$ cat config.mk
export PLATFORM = sky130hd
export DESIGN_NAME = multih_sym_sequencer_flat
export DESIGN_NICKNAME = d
export VERILOG_FILES = /design/src/rtl/multih_sym_sequencer_if.sv /design/src/rtl/multih_sym_sequencer.sv /design/src/flat_wrapper.sv
export SDC_FILE = /design/constraint.sdc
export NUM_CORES = 1
export LEC_CHECK = 0
export ABC_AREA = 1
export CORE_MARGIN = 1
export CORE_UTILIZATION = 53
export CTS_BUF_LIST = sky130_fd_sc_hd__clkbuf_4 sky130_fd_sc_hd__clkbuf_8
export DETAILED_ROUTE_END_ITERATION = 8
export PLACE_DENSITY = 0.79
export SYNTH_ARGS = -nofsm -noshare
export SYNTH_HDL_FRONTEND = slang
export SYNTH_SLANG_ARGS = --single-unit
$ cat constraint.sdc
create_clock -name clk -period 4 [get_ports clk]
set_clock_uncertainty 0.1 [all_clocks]
set_input_delay 0.8 -clock clk [delete_from_list [all_inputs] [get_ports clk]]
set_output_delay 0.8 -clock clk [all_outputs]
set_load 0.01 [all_outputs]
$ cat src/rtl/multih_sym_sequencer_if.sv
// ---------------------------------------------------------------------------
// multih_sym_sequencer_if
//
// Sample/strobe bus between the front-end resampler, the symbol sequencer
// and the multi-h trellis.
//
//   iIn, qIn   : upstream I/Q sample (two's complement, DATA_W bits)
//   inValid    : upstream sample is valid
//   inReady    : sequencer FIFO can accept a sample (not full)
//   symEn      : symbol strobe
//   sym2xEn    : symbol and mid-symbol strobe
//   symEnEven  : symbol strobe on even symbols only
//   iOut, qOut : sample released together with sym2xEn
//
// Modports:
//   slave  - the sequencer (consumes samples, produces strobes)
//   master - the surrounding logic (produces samples, consumes strobes)
// ---------------------------------------------------------------------------
interface multih_sym_sequencer_if #(
  parameter int DATA_W = 18
);
  logic [DATA_W-1:0] iIn;
  logic [DATA_W-1:0] qIn;
  logic              inValid;
  logic              inReady;
  logic              symEn;
  logic              sym2xEn;
  logic              symEnEven;
  logic [DATA_W-1:0] iOut;
  logic [DATA_W-1:0] qOut;

  modport slave (
    input  iIn, qIn, inValid,
    output inReady, symEn, sym2xEn, symEnEven, iOut, qOut
  );

  modport master (
    output iIn, qIn, inValid,
    input  inReady, symEn, sym2xEn, symEnEven, iOut, qOut
  );
endinterface

$ cat src/rtl/multih_sym_sequencer.sv
// ---------------------------------------------------------------------------
// multih_sym_sequencer
//
// Symbol-timing sequencer for the multi-h trellis demodulator. Generates the
// symEn / sym2xEn / symEnEven strobe pattern with programmable per-parity
// symbol periods and mid-symbol offset, and releases one buffered I/Q sample
// (4-deep FIFO) with every sym2xEn strobe.
//
// Ports:
//   clk            : system clock
//   resetN         : asynchronous active-low reset
//   run            : 1 = sequence strobes, 0 = idle (takes effect at the edge)
//   flush          : synchronous FIFO clear (wins over a push)
//   symPeriodEven  : clocks per even symbol (values below 4 run as 4)
//   symPeriodOdd   : clocks per odd symbol  (values below 4 run as 4)
//   midOffset      : clocks from symbol strobe to mid strobe
//                    (0 or >= period runs as period/2)
//   bus            : sample/strobe bus, slave side (see the interface file)
//   underflow      : sticky; set when a strobe finds the FIFO empty,
//                    cleared by reset or by starting a new run
//   underflowCnt   : saturating underflow count, present only when
//                    MULTIH_SEQ_UNDERFLOW_CNT_EN is defined
//
// Configuration macro: MULTIH_SEQ_UNDERFLOW_CNT_EN
// ---------------------------------------------------------------------------
module multih_sym_sequencer #(
  parameter int DATA_W = 18,
  parameter int CNT_W  = 8
) (
  input  logic                  clk,
  input  logic                  resetN,
  input  logic                  run,
  input  logic                  flush,
  input  logic [CNT_W-1:0]      symPeriodEven,
  input  logic [CNT_W-1:0]      symPeriodOdd,
  input  logic [CNT_W-1:0]      midOffset,
  multih_sym_sequencer_if.slave bus,
  output logic                  underflow
`ifdef MULTIH_SEQ_UNDERFLOW_CNT_EN
  ,
  output logic [7:0]            underflowCnt
`endif
);

  typedef enum logic {IDLE, RUN} stateT;

  localparam int               DEPTH      = 4;
  localparam logic [CNT_W-1:0] MIN_PERIOD = CNT_W'(4);

  // ---------------------------------------------------------------------
  // Sequencer state
  // ---------------------------------------------------------------------
  stateT             state;
  logic              parity;      // 0 = even symbol, 1 = odd symbol
  logic [CNT_W-1:0]  phaseCnt;
  logic [CNT_W-1:0]  latEven;
  logic [CNT_W-1:0]  latOdd;
  logic [CNT_W-1:0]  latMid;

  logic              symEnR;
  logic              sym2xEnR;
  logic              symEnEvenR;
  logic [DATA_W-1:0] iOutR;
  logic [DATA_W-1:0] qOutR;

  logic [CNT_W-1:0]  curPeriod;
  logic [CNT_W-1:0]  effPeriod;
  logic [CNT_W-1:0]  effMid;
  logic [CNT_W-1:0]  phaseInc;

  logic              startSym;
  logic              midSym;
  logic              popReq;
  logic              enterRun;
  logic              nextParity;
  logic [CNT_W-1:0]  nextPhase;

  // Effective timing for the symbol in progress, from the values captured
  // when that symbol started. A period of at least 4 keeps the mid strobe
  // (>= 2) clear of the symbol strobe.
  always_comb begin
    curPeriod = parity ? latOdd : latEven;
    effPeriod = (curPeriod < MIN_PERIOD) ? MIN_PERIOD : curPeriod;
    effMid    = (latMid == '0 || latMid >= effPeriod) ? (effPeriod >> 1) : latMid;
    phaseInc  = phaseCnt + CNT_W'(1);
  end

  // Strobe decisions are made for the cycle after the coming edge, so the
  // strobe registers line up with phaseCnt in the cycle they are high.
  // NOTE: every signal driven here gets a default first so no latch is inferred.
  always_comb begin
    startSym   = 1'b0;
    midSym     = 1'b0;
    nextParity = parity;
    nextPhase  = phaseCnt;
    if (run) begin
      if (state == IDLE) begin
        startSym   = 1'b1;
        nextParity = 1'b0;
        nextPhase  = '0;
      end else if (phaseCnt == effPeriod - CNT_W'(1)) begin
        startSym   = 1'b1;
        nextParity = ~parity;
        nextPhase  = '0;
      end else begin
        nextPhase  = phaseInc;
        midSym     = (phaseInc == effMid);
      end
    end
  end

  assign popReq   = startSym | midSym;
  assign enterRun = (state == IDLE) & run;

  // ---------------------------------------------------------------------
  // Sample FIFO
  // ---------------------------------------------------------------------
  logic [DATA_W-1:0] memI [DEPTH];
  logic [DATA_W-1:0] memQ [DEPTH];
  logic [1:0]        wrPtr;
  logic [1:0]        rdPtr;
  logic [2:0]        count;
  logic [2:0]        countNext;
  logic              inReadyR;
  logic              pushEn;
  logic              popEn;
  logic              popEmpty;

  // Pops look only at entries already stored, so a same-edge push never
  // bypasses to the output; a flush makes any same-edge pop an underflow.
  assign pushEn    = bus.inValid & inReadyR & ~flush;
  assign popEn     = popReq & (count != 3'd0) & ~flush;
  assign popEmpty  = popReq & ~popEn;
  assign countNext = flush ? 3'd0 : count + {2'b00, pushEn} - {2'b00, popEn};

  // NOTE: sequential state uses non-blocking assignments so every register
  // samples pre-edge values regardless of statement order.
  always_ff @(posedge clk or negedge resetN) begin
    if (!resetN) begin
      wrPtr    <= '0;
      rdPtr    <= '0;
      count    <= '0;
      inReadyR <= 1'b0;
    end else begin
      count    <= countNext;
      inReadyR <= (countNext != 3'(DEPTH));
      if (flush) begin
        wrPtr <= '0;
        rdPtr <= '0;
      end else begin
        if (pushEn) wrPtr <= wrPtr + 2'd1;
        if (popEn)  rdPtr <= rdPtr + 2'd1;
      end
    end
  end

  // NOTE: storage has no reset; count gates every read, so stale entries
  // are never observed.
  always_ff @(posedge clk) begin
    if (pushEn) begin
      memI[wrPtr] <= bus.iIn;
      memQ[wrPtr] <= bus.qIn;
    end
  end

  // ---------------------------------------------------------------------
  // Sequencer FSM with registered outputs
  // ---------------------------------------------------------------------
  always_ff @(posedge clk or negedge resetN) begin
    if (!resetN) begin
      state      <= IDLE;
      parity     <= 1'b0;
      phaseCnt   <= '0;
      latEven    <= '0;
      latOdd     <= '0;
      latMid     <= '0;
      symEnR     <= 1'b0;
      sym2xEnR   <= 1'b0;
      symEnEvenR <= 1'b0;
      iOutR      <= '0;
      qOutR      <= '0;
      underflow  <= 1'b0;
    end else begin
      // Dropping run abandons the symbol at this edge, from either state.
      state    <= run ? RUN : IDLE;
      parity   <= nextParity;
      phaseCnt <= nextPhase;

      // Configuration is captured as each symbol begins, so mid-symbol
      // changes wait for the next symbol strobe.
      if (startSym) begin
        latEven <= symPeriodEven;
        latOdd  <= symPeriodOdd;
        latMid  <= midOffset;
      end

      symEnR     <= startSym;
      sym2xEnR   <= popReq;
      symEnEvenR <= startSym & ~nextParity;

      if (popEn) begin
        iOutR <= memI[rdPtr];
        qOutR <= memQ[rdPtr];
      end

      // A new run clears the flag, but an underflow on its very first
      // strobe must still be reported.
      if (enterRun)      underflow <= popEmpty;
      else if (popEmpty) underflow <= 1'b1;
    end
  end

`ifdef MULTIH_SEQ_UNDERFLOW_CNT_EN
  always_ff @(posedge clk or negedge resetN) begin
    if (!resetN) begin
      underflowCnt <= '0;
    end else if (enterRun) begin
      underflowCnt <= {7'd0, popEmpty};
    end else if (popEmpty && underflowCnt != 8'hFF) begin
      underflowCnt <= underflowCnt + 8'd1;
    end
  end
`endif

  assign bus.inReady   = inReadyR;
  assign bus.symEn     = symEnR;
  assign bus.sym2xEn   = sym2xEnR;
  assign bus.symEnEven = symEnEvenR;
  assign bus.iOut      = iOutR;
  assign bus.qOut      = qOutR;

endmodule

$ cat src/flat_wrapper.sv
// flat-port wrapper written by rule: the top's interface ports become plain ports
module multih_sym_sequencer_flat 
#(
  parameter int DATA_W = 18,
  parameter int CNT_W  = 8
)
  (clk, resetN, run, flush, symPeriodEven, symPeriodOdd, midOffset, underflow, bus_iIn, bus_qIn, bus_inValid, bus_inReady, bus_symEn, bus_sym2xEn, bus_symEnEven, bus_iOut, bus_qOut);
  multih_sym_sequencer_if #(.DATA_W(DATA_W)) bus_i ();
  input  logic clk;
  input  logic resetN;
  input  logic run;
  input  logic flush;
  input  logic [CNT_W-1:0] symPeriodEven;
  input  logic [CNT_W-1:0] symPeriodOdd;
  input  logic [CNT_W-1:0] midOffset;
  output logic underflow;
  input wire logic [$bits(bus_i.iIn)-1:0] bus_iIn;
  input wire logic [$bits(bus_i.qIn)-1:0] bus_qIn;
  input wire logic [$bits(bus_i.inValid)-1:0] bus_inValid;
  output wire logic [$bits(bus_i.inReady)-1:0] bus_inReady;
  output wire logic [$bits(bus_i.symEn)-1:0] bus_symEn;
  output wire logic [$bits(bus_i.sym2xEn)-1:0] bus_sym2xEn;
  output wire logic [$bits(bus_i.symEnEven)-1:0] bus_symEnEven;
  output wire logic [$bits(bus_i.iOut)-1:0] bus_iOut;
  output wire logic [$bits(bus_i.qOut)-1:0] bus_qOut;
  assign bus_i.iIn = bus_iIn;
  assign bus_i.qIn = bus_qIn;
  assign bus_i.inValid = bus_inValid;
  assign bus_inReady = bus_i.inReady;
  assign bus_symEn = bus_i.symEn;
  assign bus_sym2xEn = bus_i.sym2xEn;
  assign bus_symEnEven = bus_i.symEnEven;
  assign bus_iOut = bus_i.iOut;
  assign bus_qOut = bus_i.qOut;
  multih_sym_sequencer #(.DATA_W(DATA_W), .CNT_W(CNT_W)) u_core (.clk(clk), .resetN(resetN), .run(run), .flush(flush), .symPeriodEven(symPeriodEven), .symPeriodOdd(symPeriodOdd), .midOffset(midOffset), .bus(bus_i), .underflow(underflow));
endmodule
## After elaboration in Yosys (flattened, before gate mapping)

Memories as Yosys holds them, arrays and structs flattened. A register that Yosys moved wholly into a read port is not among the register bits.
Cells that the tools add are included.

- Output and inout port bits: 41
- Memories kept: 2
- Logic and storage cells: 72
- Input port bits: 65
- Bits in writable memories: 144
- Bits in read-only memories: 0
- Latch bits: 0
- Register bits: 46

- Equality and inequality tests: 3
- Shift operators: 0
- Muxes and demuxes: 24
- Divide/modulo/power cells: 0
- Multipliers: 0
- Order comparisons: 2
- Add/subtract/negate cells: 6
- Bitwise gates (word level): 13
- Reductions and logical operators: 8

Memories:

| memory | depth | width | rd ports | clocked after memory_dff | write ports | line | source |
|---|---|---|---|---|---|---|---|
| u_core.memI | 4 | 18 | 1 | 1 | 1 | multih_sym_sequencer.sv:118 | `logic [DATA_W-1:0] memI [DEPTH];` |
| u_core.memQ | 4 | 18 | 1 | 1 | 1 | multih_sym_sequencer.sv:119 | `logic [DATA_W-1:0] memQ [DEPTH];` |

Operators by type and width:

| kind | count |
|---|---|
| $mux W8 | 5 |
| $eq A8 B8 Y1 | 2 |
| $mux W1 | 14 |
| $add A8 B1 Y8 const B | 1 |
| $ge A8 B8 Y1 | 1 |
| $logic_not A8 Y1 | 1 |
| $lt A8 B3 Y1 const B | 1 |
| $mux W2 | 4 |
| $sub A8 B1 Y8 const B | 1 |
| $and A1 B1 Y1 | 7 |
| $reduce_bool A2 Y1 | 3 |
| $not A1 Y1 | 5 |
| $add A2 B1 Y2 const B | 2 |
| $add A3 B1 Y3 | 1 |
| $mux W3 | 1 |
| $ne A3 B3 Y1 const B | 1 |
| $reduce_bool A3 Y1 | 1 |
| $sub A3 B1 Y3 | 1 |
| $logic_not A1 Y1 | 2 |
| $logic_or A1 B1 Y1 | 1 |
| $or A1 B1 Y1 | 1 |

## Longest topological paths before layout

- Depth after elaboration: 17
- Mapped depth: 38

## Worst setup path after synthesis

No wires, ideal clock.

- Kind: register to register
- Start point: reg u_core.parity
- End point: reg u_core.inReadyR, in the netlist u_core.bus.inReady
- Clock period less this slack: 4,436 ps
- Arrival time: 4,202 ps
- Path slack: -436 ps
- Cell stages (with the launch flop): 37
- Setup time: 134 ps
- Data required time: 3,766 ps
- Path through: dfrtp_1 buf_4 nand2_1 nand2_2 nor2_1 nand3_2 nand2_2 inv_2 ha_1 nand2_1 inv_1 nand2_1 nand2_1 nand2_1 nand3_1 nor2_1 clkbuf_1 nand2_1 nand2_1 nand2_1 nand2_1 nand2_1 nor2_1 nand2_1 nand2_4 nand3_2 buf_6 buf_6 inv_1 ha_1 inv_1 ha_1 inv_1 fa_1 and3_1 nor3_1 nand3_1

- Cells in the longest elaborated chain, start to end: 16
- Elaborated cells on any way between the ends: 21

RTL lines:

| what | line | source |
|---|---|---|
| start, declared | multih_sym_sequencer.sv:54 | `logic parity;` |
| start signal, assigned | multih_sym_sequencer.sv:186 | `parity <= nextParity;` |
| $mux W8 (*) | multih_sym_sequencer.sv:82 | `curPeriod = parity ? latOdd : latEven;` |
| $lt A8 B3 Y1 | multih_sym_sequencer.sv:83 | `effPeriod = (curPeriod < MIN_PERIOD) ? MIN_PERIOD : curPeriod;` |
| $mux W8 (*) | multih_sym_sequencer.sv:83 |  |
| $ge A8 B8 Y1 | multih_sym_sequencer.sv:84 | `effMid = (latMid == '0 \|\| latMid >= effPeriod) ? (effPeriod >> 1) : latMid;` |
| $logic_or A1 B1 Y1 | multih_sym_sequencer.sv:84 |  |
| $mux W8 | multih_sym_sequencer.sv:84 |  |
| $eq A8 B8 Y1 | multih_sym_sequencer.sv:107 | `midSym = (phaseInc == effMid);` |
| $mux W1 | multih_sym_sequencer.sv:101 | `end else if (phaseCnt == effPeriod - CNT_W'(1)) begin` |
| $mux W1 | multih_sym_sequencer.sv:97 | `if (state == IDLE) begin` |
| $mux W1 | multih_sym_sequencer.sv:96 | `if (run) begin` |
| $or A1 B1 Y1 (*) | multih_sym_sequencer.sv:112 | `assign popReq = startSym \| midSym;` |
| $and A1 B1 Y1 (*) (2 in series) | multih_sym_sequencer.sv:132 | `assign popEn = popReq & (count != 3'd0) & ~flush;` |
| net u_core.popEn | multih_sym_sequencer.sv:126 | `logic popEn;` |
| $sub A3 B1 Y3 (*) | multih_sym_sequencer.sv:134 | `assign countNext = flush ? 3'd0 : count + {2'b00, pushEn} - {2'b00, popEn};` |
| $mux W3 (*) | multih_sym_sequencer.sv:134 |  |
| net u_core.countNext[2] | multih_sym_sequencer.sv:123 | `logic [2:0] countNext;` |
| $ne A3 B3 Y1 (*) | multih_sym_sequencer.sv:146 | `inReadyR <= (countNext != 3'(DEPTH));` |
| end signal, assigned | multih_sym_sequencer.sv:146 |  |
| end, declared | multih_sym_sequencer.sv:124 | `logic inReadyR;` |

Mark *: on every way through the listed nets, which the timed path passes. The rest lies on a longest branch.
A chain may end at the register's enable or synchronous reset.

## Final worst setup path

Same ends and word-level chain as after synthesis.

==> impl_metrics.yaml <==
timing:
  timing.max_slew.rel_slack: 0.2102
  setup_total_negative_slack_ns: -0.4513
  worst_case_setup_margin_in_the_final_layout_ns: -0.2544
  post-route-min-period_ns: 4.254
  clock.fmax_ghz: 0.2351
  hold_slack_ns: 0.2349
  worst-slew-pin-transition_ns: 1.183
  slew_violations: 0
  min_period_over_period: 1.064
  hold_violations: 0
  setup_viol: 3
  setup_repair_after_global_routing_missed_its_margin: "yes"
route:
  postRouteAntennaNets: 0
  detailroute.via_count: 7512
  total_routed_length_um: 23470
  drc_errors: 0
  detail_route.wl_per_cell_um: 17.44
  drt_first_iter_violations: 572
  detailedRoute.firstPassIterationCount: 7
  vias_per_std_cell: 5.581
layout:
  nets: 1173
  insertedDiodeCount: 0
  final-instance-count-excl-fill: 1346
  area_growth_pct: 26.02
  finalInstanceArea_um2: 12310
  final_layout_size_suffix_gt1_frac: 0.1558
power:
  static-leakage-power_nw: 5.150
  cellPowerDensity_nw_per_um2: 565.9
  peakVddDrop_mv: 0.4149
  totalPowerFinal_mw: 6.969
worst_setup_path:
  crit_required_ns: 4.30
  crit_path_max_fanout: 6
  critical-path-top-delay-family: "simple AND/OR/NAND/NOR gates"
  cp.buffers_inverters: 8
  crit_slowest_cell: "sky130_fd_sc_hd__dfrtp_2"
  critical_path.startpoint_type: "flop"
  critical_path_class: "flop to flop"
  end_kind: "flop"
  critical_path.most_common_cell: "sky130_fd_sc_hd__nand2_2"
  worstPathArrival_ns: 4.55
  max_incr_delay_on_cp_ns: 0.45
yosys:
  syn_avg_cell_area_um2: 10.41
  mappedNetlistNets: 1021
  yosys.cell_types.count: 30
  post_synth_instance_area_um2: 9772
  synth_cells: 939
  synth_seq_area_share: 0.6525
  yosys_register_bits: 226
  synth.yosys.warnings: 0
run_status:
  outcome: "complete, but fails checks"
  violated_checks: "negative setup slack"
placement:
  postPlaceCellArea_um2: 11310
  numPortBuffers: 105
  place.detailed.instances: 1268
  globalplace.congestion: 0.9033
  place.detailed.hpwl_um: 13840
global_route:
  grt_pass1_vias: 7311
  global_route_wire_length_before_repair_um: 36050
  grt.total_usage: 0.2501
  globalRoute.totalOverflow: 0
  antenna_violations_before_repair: 0
  grt_max_degree: 75
floorplanning:
  design.die.area_um2: 18980
  chipWidth_um: 137.8
  rows: 49
  die-height_um: 137.8
  fp.coreArea_um2: 18020
  start_util: 0.5421
  num_io_pins: 106
clocking:
  cts_hold_buf: 0
  htree_levels: 2
  clk_root_buffer_cell: "sky130_fd_sc_hd__clkbuf_8"
  cts_buffers: 37
  clk-insertion-delay-late_ns: 0.53
  tritoncts_num_sinks: 226
  clkTransAtPathRegs_ns: 0.06
  ctsLongestPathBuffers: 3
  clock_tree_from_tritoncts: "built"
hold_path:
  hp-class: "input pin to async pin"
job:
  drv_cap: 0
path summary, 6_finish.rpt:
path / start / to / slack [ns] / cells past startpoint
max reg2reg: u_core.parity / u_core.bus.inReady / -0.25 / 34
max in group asynchronous: resetN / u_core.bus.iOut[0] / 2.85 / 2
max: u_core.parity / u_core.bus.inReady / -0.25 / 34
min reg2reg: u_core.bus.qOut[12] / u_core.bus.qOut[12] / 0.37 / 2
min: resetN / u_core.bus.qOut[12] / 0.23 / 1
min in group clk: u_core.bus.qOut[12] / u_core.bus.qOut[12] / 0.37 / 2
cells in the mapped netlist:
library cell | n | area, um^2
sky130_fd_sc_hd__nand2_2 | 4 | 25.02
sky130_fd_sc_hd__nand4_1 | 47 | 294.0
sky130_fd_sc_hd__a21oi_1 | 5 | 25.02
sky130_fd_sc_hd__nor2_1 | 104 | 390.4
sky130_fd_sc_hd__clkbuf_1 | 32 | 120.1
sky130_fd_sc_hd__nor3_1 | 2 | 10.01
sky130_fd_sc_hd__fa_1 | 1 | 20.02
sky130_fd_sc_hd__nor2_2 | 1 | 6.260
sky130_fd_sc_hd__nand2_1 | 240 | 900.9
sky130_fd_sc_hd__o21ai_2 | 1 | 8.760
sky130_fd_sc_hd__and3_1 | 1 | 6.260
sky130_fd_sc_hd__nand3b_1 | 3 | 22.52
sky130_fd_sc_hd__nand2_4 | 3 | 33.78
sky130_fd_sc_hd__o31ai_1 | 3 | 22.52
sky130_fd_sc_hd__buf_4 | 1 | 7.510
sky130_fd_sc_hd__nand3_2 | 2 | 20.02
sky130_fd_sc_hd__o21ai_0 | 91 | 455.4
sky130_fd_sc_hd__buf_6 | 4 | 45.04
sky130_fd_sc_hd__nand3_1 | 24 | 120.1
sky130_fd_sc_hd__ha_1 | 16 | 200.2
sky130_fd_sc_hd__or2_2 | 2 | 12.51
sky130_fd_sc_hd__edfxtp_1 | 144 | 4324
sky130_fd_sc_hd__inv_2 | 5 | 18.77
sky130_fd_sc_hd__o21ai_1 | 2 | 10.01
sky130_fd_sc_hd__inv_1 | 57 | 214.0
sky130_fd_sc_hd__o22ai_1 | 37 | 231.5
sky130_fd_sc_hd__buf_2 | 9 | 45.04
sky130_fd_sc_hd__dfrtp_1 | 82 | 2052
sky130_fd_sc_hd__xor2_1 | 14 | 122.6
sky130_fd_sc_hd__clkinv_1 | 2 | 7.510
flip-flops by register name, indices dropped and copies added (netlist names):
| register | flops |
|---|---|
| u_core.latEven | 8 |
| u_core.bus.symEnEven | 1 |
| u_core.rdPtr | 2 |
| u_core.count | 3 |
| u_core.underflow | 1 |
| u_core.wrPtr | 2 |
| u_core.bus.symEn | 1 |
| u_core.latOdd | 8 |
| u_core.bus.sym2xEn | 1 |
| u_core.bus.qOut | 18 |
| u_core.phaseCnt | 8 |
| u_core.bus.iOut | 18 |
| u_core.parity | 1 |
| u_core.memQ | 72 |
| u_core.bus.inReady | 1 |
| u_core.state | 1 |
| u_core.latMid | 8 |
| u_core.memI | 72 |
power by group:
part	switching, mW	internal [mW]
logic	1.12	0.858
clock network	0.888	1.08
registers	0.192	2.83
kinds of logic after synthesis:
| family | share of synthesized area |
|---|---|
| adders and majority gates | 0.02254 |
| buffers and inverters | 0.04686 |
| and+or+nand+nor | 0.1885 |
| xor gates and xnor gates | 0.01255 |
| DFF | 0.6525 |
| AOI/OAI and AO/OA | 0.07708 |
per-stage QoR:
step                      utilization  worst slack [ns]
after floorplan                     -           -0.1653
after global placement         0.6274          -0.01974
after detailed placement       0.6274           -0.1821
after CTS                      0.6710          -0.07320
after global routing           0.6832           -0.5108
final                          0.6832           -0.2544
final cells by class:
| cell class | count | area [um^2] |
|---|---|---|
| well taps | 229 | 286.5 |
| clock inverters | 10 | 53.80 |
| multi-input cells | 603 | 3152 |
| flip-flops and latches | 226 | 6379 |
| clock buffers | 55 | 669.4 |
| repair buffers | 159 | 1520 |
| fillers | 1350 | 5710 |
| inverters | 64 | 254.0 |
placed cells by master (no fill, tap or decap), types with 41 or more instances in the layout:
cell	instances
sky130_fd_sc_hd__clkdlybuf4s50_1	104
sky130_fd_sc_hd__nand2_1	225
sky130_fd_sc_hd__inv_1	53
sky130_fd_sc_hd__nor2_1	95
sky130_fd_sc_hd__edfxtp_1	144
sky130_fd_sc_hd__nand4_1	47
sky130_fd_sc_hd__clkbuf_8	41
sky130_fd_sc_hd__buf_4	45
sky130_fd_sc_hd__dfrtp_1	80
sky130_fd_sc_hd__o21ai_0	90
layer usage:
layer | up-vias | share of wire | track usage | wire [um]
met1 | 3609 | 0.41 | 0.3166 | 9545
met5 | - | 0 | 0 | 0
met2 | 321 | 0.49 | 0.4182 | 11540
met4 | 0 | 0.028 | 0.1111 | 663
li1 | 3520 | - | - | -
met3 | 62 | 0.073 | 0.04820 | 1721
repair_timing:
item	4_1_cts	5_1_grt
endpoints found under the setup margin	3	17
gates cloned	1	1
pin swaps	3	22
gates resized for setup	13	40
setup buffers	2	9
(Power assumes the default switching activity.)
